## src/rtl/reg_dump_reader.sv

```systemverilog
// reg_dump_reader: walks a register-file address range through a spare
// asynchronous read port and streams {address, data} beats over valid/ready.
// Optional build macro: REG_DUMP_CHECKSUM_EN adds a running sum of accepted
// beat data on the checksum output.
module reg_dump_reader #(
   parameter int ADDRESS_WIDTH = 5,
   parameter int DATA_WIDTH    = 32
) (
   input  logic                     clk,
   input  logic                     rst,
   input  logic                     start,
   input  logic                     abort,
   input  logic [ADDRESS_WIDTH-1:0] first_addr,
   input  logic [ADDRESS_WIDTH-1:0] last_addr,
   output logic [ADDRESS_WIDTH-1:0] rf_addr,
   input  logic [DATA_WIDTH-1:0]    rf_data,
   output logic                     out_valid,
   input  logic                     out_ready,
   output logic [ADDRESS_WIDTH-1:0] out_addr,
   output logic [DATA_WIDTH-1:0]    out_data,
   output logic                     out_last,
   output logic                     busy,
   output logic                     done
`ifdef REG_DUMP_CHECKSUM_EN
   ,
   output logic [DATA_WIDTH-1:0]    checksum
`endif
);

   localparam logic [ADDRESS_WIDTH-1:0] ADDR_ONE = ADDRESS_WIDTH'(1);

   typedef enum logic [1:0] {IDLE, READ, SEND} state_t;

   state_t                   state, state_nxt;
   logic [ADDRESS_WIDTH-1:0] addr;       // walk pointer, also drives the RF port
   logic [ADDRESS_WIDTH-1:0] last;       // end of range, latched on start
   logic                     accept;     // start taken in IDLE
   logic                     capture;    // READ cycle completes, beat loaded
   logic                     hs;         // beat handed off to the consumer
   logic                     advance;    // handshake on a non-final beat
   logic                     finish;     // handshake on the final beat

   // The read port sees the walk pointer directly; data returns in the same cycle.
   assign rf_addr = addr;

   // State register.
   always_ff @(posedge clk) begin
      if (rst) state <= IDLE;
      else     state <= state_nxt;
   end

   // Next-state logic; abort overrides everything and lands in IDLE.
   always_comb begin
      state_nxt = state;
      if (abort) begin
         state_nxt = IDLE;
      end else begin
         case (state)
            IDLE:    if (start) state_nxt = READ;
            READ:    state_nxt = SEND;
            SEND:    if (out_valid && out_ready) state_nxt = out_last ? IDLE : READ;
            default: state_nxt = IDLE;
         endcase
      end
   end

   // Control strobes decoded from state; abort masks every one of them.
   always_comb begin
      accept  = (state == IDLE) && start && !abort;
      capture = (state == READ) && !abort;
      hs      = (state == SEND) && out_valid && out_ready && !abort;
      advance = hs && !out_last;
      finish  = hs && out_last;
   end

   // Address walk and end-of-range latch; the increment wraps naturally.
   always_ff @(posedge clk) begin
      if (rst) begin
         addr <= '0;
         last <= '0;
      end else if (accept) begin
         addr <= first_addr;
         last <= last_addr;
      end else if (advance) begin
         addr <= addr + ADDR_ONE;
      end
   end

   // Beat register: loaded at the end of READ, held through SEND until handoff.
   always_ff @(posedge clk) begin
      if (rst) begin
         out_valid <= 1'b0;
         out_addr  <= '0;
         out_data  <= '0;
         out_last  <= 1'b0;
      end else if (capture) begin
         out_valid <= 1'b1;
         out_addr  <= addr;
         out_data  <= rf_data;
         out_last  <= (addr == last);
      end else if (hs || abort) begin
         out_valid <= 1'b0;
      end
   end

   // Status: busy follows the state register, done pulses once after the last beat.
   always_ff @(posedge clk) begin
      if (rst) begin
         busy <= 1'b0;
         done <= 1'b0;
      end else begin
         busy <= (state_nxt != IDLE);
         done <= finish;
      end
   end

`ifdef REG_DUMP_CHECKSUM_EN
   // Running sum of accepted beats; an abort keeps the partial sum.
   always_ff @(posedge clk) begin
      if (rst || accept) checksum <= '0;
      else if (hs)       checksum <= checksum + out_data;
   end
`endif

endmodule

```

## config.mk

```make
export PLATFORM = sky130hd
export DESIGN_NAME = reg_dump_reader
export DESIGN_NICKNAME = d
export VERILOG_FILES = /design/src/rtl/reg_dump_reader.sv
export SDC_FILE = /design/constraint.sdc
export NUM_CORES = 1
export LEC_CHECK = 0
export CAP_MARGIN = 10
export CORE_MARGIN = 1
export CORE_UTILIZATION = 40
export DETAILED_ROUTE_END_ITERATION = 6
export PLACE_DENSITY_LB_ADDON = 0.2
export SKIP_CTS_REPAIR_TIMING = 1
export SLEW_MARGIN = 10
export SYNTH_ARGS = -nofsm -noshare
export SYNTH_HDL_FRONTEND = slang
export SYNTH_SLANG_ARGS = --single-unit
export TNS_END_PERCENT = 50
```

## constraint.sdc

```tcl
create_clock -name clk -period 2.6 [get_ports clk]
set_input_delay 0.78 -clock clk [delete_from_list [all_inputs] [get_ports clk]]
set_output_delay 0.78 -clock clk [all_outputs]
set_load 0.01 [all_outputs]
```

## Yosys cells after proc, flatten, opt, wreduce, memory -nomap -nowiden

Index checks and enable logic that the tools add are counted.

| storage, ports and cells | value |
|---|---|
| bits in registers | 53 |
| bits of input ports | 47 |
| output and inout bits | 46 |
| word-level logic and storage cells | 38 |

| operators by class | value |
|---|---|
| add/subtract/negate cells | 1 |
| equal/unequal tests | 3 |
| muxes and demuxes | 9 |
| reduce and logical (&&, ||, !) cells | 16 |

Operators by type and width:

| cell | count |
|---|---|
| 5-bit 2-to-1 mux | 2 |
| 1-bit logical AND | 9 |
| 2-bit 2-to-1 mux | 3 |
| 2-bit one-hot mux with 3 select lines | 1 |
| 2-bit nonzero test | 3 |
| 5-bit by 1-bit adder with 5-bit output (second input constant) | 1 |
| 5-bit == test | 1 |
| 1-bit 2-to-1 mux | 3 |
| 2-bit by 1-bit == test with 1-bit output (second input constant) | 1 |
| 2-bit == test (second input constant) | 1 |
| 1-bit zero test | 2 |
| 2-bit zero test | 1 |
| 1-bit logical OR | 1 |

## Longest topological paths before layout

| logic depth | value |
|---|---|
| word-level depth | 7 |
| mapped depth | 5 |
| mapped depth without buffers | 4 |

## Least setup slack after synthesis

No wires, ideal clock.

| path | value |
|---|---|
| path kind | input -> register |
| start point | in abort |
| end point | reg addr[2], in the netlist rf_addr[2] |
| setup time | 91 ps |
| arrival | 1,893 ps |
| data required time | 2,509 ps |
| slack | 616 ps |
| cell stages on the path | 3 |
| buffers on the path | 0 |
| cells stage by stage | or4b_4 > or4_1 > a311oi_1 |

| on the way | value |
|---|---|
| longest elaborated chain between the ends | 4 |
| elaborated cells on any way between the ends | 6 |
| classes of those cells | 1 x mux; 5 x reduce/logical |

Ends and longest elaborated chain:

| element | line | text |
|---|---|---|
| start, declared | 12 | `input logic abort,` |
| 1-bit zero test * | 69, 71 |  |
| 1-bit logical AND | 71 | `hs = (state == SEND) && out_valid && out_ready && !abort;` |
| 1-bit logical AND | 72 | `advance = hs && !out_last;` |
| 2-bit nonzero test (no line) | -- |  |
| end signal, assigned | 82 | `addr <= first_addr;` |
| end signal, assigned | 85 | `addr <= addr + ADDR_ONE;` |
| end, declared | 35 | `logic [ADDRESS_WIDTH-1:0] addr;` |

Mark *: on every way between the ends. The rest lies on a longest branch, timed or not.
A chain may end at the register's enable or synchronous reset.

## Worst setup path in the final report

Ends and elaborated chain as after synthesis.

==> impl_metrics.csv <==
group,metric,value,unit
status,status,"finished, final reports clean",
route,drcViolationCount,0,
floorplan,start_util,0.4235,
run,maxCapViolations,0,
cts,cts_tree,"done",
timing,clock_skew,0.002516,ns
route,dr.first_iter.drc_count,86,
timing,clock.fmax,441.8,MHz
route,first_pass_iters,4,
power_and_ir_drop,netSwitchingFraction,0.2222,
critical_path,slowest_delay,0.53,ns
timing,drv_slew,0,
critical_path,ff2ff_path_depth,3,
floorplan,rows,25,
critical_path,path_class,"input pin to register",
critical_path,timing.rr.end,"rf_addr[2]",
route,via_per_inst,4.902,
final_layout,nNetsFinal,390,
synthesis,ys_types,32,
critical_path,start_kind,"input pin",
critical_path,cp-startpoint,"abort",
global_routing,met2_usage,0.3272,
global_routing,grt_util_all_layers,0.1956,
timing,fin_crit,2.264,ns
timing,post-route-period-util,0.8707,
synthesis,synthTopCellsByArea,"dfxtp_1 (52%), nand2_1 (16%), a21oi_1 (11%)",
final_layout,diodes,0,
route,vias,2005,
final_layout,drive_gt1_frac,0.06725,
global_routing,antenna_found_initial,0,
route,drt_wl_total,5.025,mm
synthesis,synth-edff-count,0,
timing,max_slew.worst_pin.slew,0.4194,ns
synthesis,synthTopCellsByCount,"nand2_1 (86), dfxtp_1 (53), a21oi_1 (44)",
critical_path,r2r_setup_slack,0.91,ns
synthesis,synth_flop_cell,"dfxtp_1",
floorplan,core_area,4786,um^2
timing,rsz0062_at_grt,"false",
timing,setup_viol,0,
power_and_ir_drop,leakagePower,1.072,nW
synthesis,synth_area,2027,um^2
synthesis,yosysMostFrequentCell,"nand2_1",
cts,htreeDepth,2,
critical_path,cp_cell_sequence,"clkdlybuf4s50_1, or4b_4, or4_1, a311oi_1",
global_routing,grt_use_met1,0.2461,
critical_path,cp_max_fo,7,
floorplan,pin_count,93,
synthesis,synth_seq_cells,53,
timing,timing.setup.tns,0,ns
cts,clk_pin_slew,0.09,ns
placement,place_congestion,0.7999,
synthesis,synth_cells,250,
power_and_ir_drop,intPower,1.235,mW
synthesis,yosysTopAreaCellShare,0.5235,
global_routing,top_usage_layer,"met2",
hold_path,hold_path_class,"register to register",
power_and_ir_drop,combinationalPowerShare,0.125,
timing,hold_violations,0,
placement,dpl.hpwl,3.471,mm
critical_path,r2r_start,"state[1]",
placement,portBuffers,92,
cts,worstSkewPairLatency,0.30,ns
synthesis,yosysTopAreaCell,"dfxtp_1",
synthesis,async_reset_ff_frac,0,
global_routing,overflow,0,
final_layout,utilization,0.6580,
power_and_ir_drop,pwr-share-clk,0.337,
power_and_ir_drop,powerDensity,504.1,nW/um^2
critical_path,end_kind,"register",
floorplan,dieWidth,73.19,um
route,wl_per_cell,12.29,um
cts,root_buffer,"clkbuf_8",
critical_path,cpMaxStageDelayCell,"clkdlybuf4s50_1",
synthesis,yosys_warnings,0,
global_routing,grt_pass1_wl,8.079,mm
cts,cts_max_path_buffers,2,
route,antenna_left,0,
critical_path,crit_arrival,2.48,ns
global_routing,grt_max_degree,39,
synthesis,syn-num-nets,298,
final_layout,area_growth,55.37,%
global_routing,grt_pass1_vias,1772,
cts,tritoncts_num_sinks,53,
cts,cts_buffers,5,
floorplan,dieArea,5356,um^2
critical_path,cp.required,2.82,ns
power_and_ir_drop,power.switching,352.8,uW
power_and_ir_drop,ir_worst_vdd,0.0002574,V
power_and_ir_drop,pwr-share-seq,0.538,
synthesis,seq_area_frac_synth,0.5235,
timing,timing.slew.headroom,0.7204,
global_routing,grt_util_met3,0.04696,
synthesis,avgSynthCellArea,8.108,um^2
floorplan,die_y,73.19,um
critical_path,critPathCapture,"rf_addr[2]",
through the flow:
step / instances / instance area [um^2] / power, mW / setup WS, ns / hold WS (ns)
after CTS: 409 / 3149 / 1.613 / 0.3338 / 0.4590
final: 409 / 3149 / 1.588 / 0.3363 / 0.4567
after floorplan: 250 / 2027 / 0.9449 / 0.6161 / 0.4478
after global placement: 402 / 3045 / 1.071 / 0.03364 / 0.4410
after global routing: 409 / 3149 / 1.660 / 0.2522 / 0.4724
after detailed placement: 402 / 3045 / 1.073 / 0.02076 / 0.4463
metal layers:
layer  share of wire  vias to the layer above
met5               0                        -
met4           0.013                        0
met3           0.072                        6
met2            0.46                       65
met1            0.45                      915
li1                -                     1019
layout make-up:
| class | instances | area, um^2 |
|---|---|---|
| tap | 67 | 83.83 |
| fill | 424 | 1637 |
| clock inverter | 2 | 35.03 |
| clock buffer | 5 | 68.82 |
| timing repair buffer | 100 | 988.4 |
| inverter | 4 | 15.01 |
| multi-input combinational | 178 | 897.1 |
| sequential | 53 | 1061 |
logic make-up after synthesis:
logic type,Yosys count,synth area share
and+or+nand+nor,113,0.2457
AOI/OAI and AO/OA,59,0.1667
DFF,53,0.5235
buffers and inverters,19,0.03642
xor gates and xnor gates,5,0.02161
adders and majority gates,1,0.006172
sequential cells by signal, summed over array words and instances (netlist names):
register / flops
out_data: 32
rf_addr: 5
out_last: 1
busy: 1
last: 5
out_addr: 5
done: 1
out_valid: 1
state: 2
worst max-delay path, delay by kind of cell:
kind | cells | cell delay [ns]
buffers and inverters | 1 | 0.53
AO/OA/AOI/OAI | 1 | 0.24
AND/OR/NAND/NOR | 2 | 0.93
placed cells by master, fill, tap and decap left out, types with 2 or more instances in the layout:
cell type / n
or4_1: 2
xnor2_1: 3
a311oi_1: 3
buf_4: 7
nand4_1: 2
dfxtp_1: 53
xor2_1: 2
a31o_2: 2
a21oi_1: 44
o32ai_1: 2
and2_1: 2
clkdlybuf4s50_1: 91
a211oi_1: 4
nand3_1: 2
nor3_1: 2
inv_1: 4
nor2_1: 6
nor4b_1: 3
nand2_1: 86
clkbuf_8: 5
how the worst min path moves through the flow:
stage / startpoint / to / slack (ns) / depth (start not counted)
final: out_data[6] / out_data[6] / 0.46 / 2
after CTS: out_data[23] / out_data[23] / 0.46 / 2
after global routing: out_data[24] / out_data[24] / 0.47 / 2
after global placement: out_data[10] / out_data[10] / 0.44 / 2
after floorplan: last[1] / last[1] / 0.45 / 2
after detailed placement: out_data[23] / out_data[23] / 0.45 / 2
power by group through the flow:
stage	combinational, mW	clock (mW)	sequential (mW)
after detailed placement	0.199	0	0.874
after global routing	0.216	0.585	0.859
after global placement	0.198	0	0.873
after floorplan	0.0672	0	0.878
final	0.198	0.534	0.855
after CTS	0.200	0.558	0.855
Note: power is estimated with default switching activity, not from simulation.
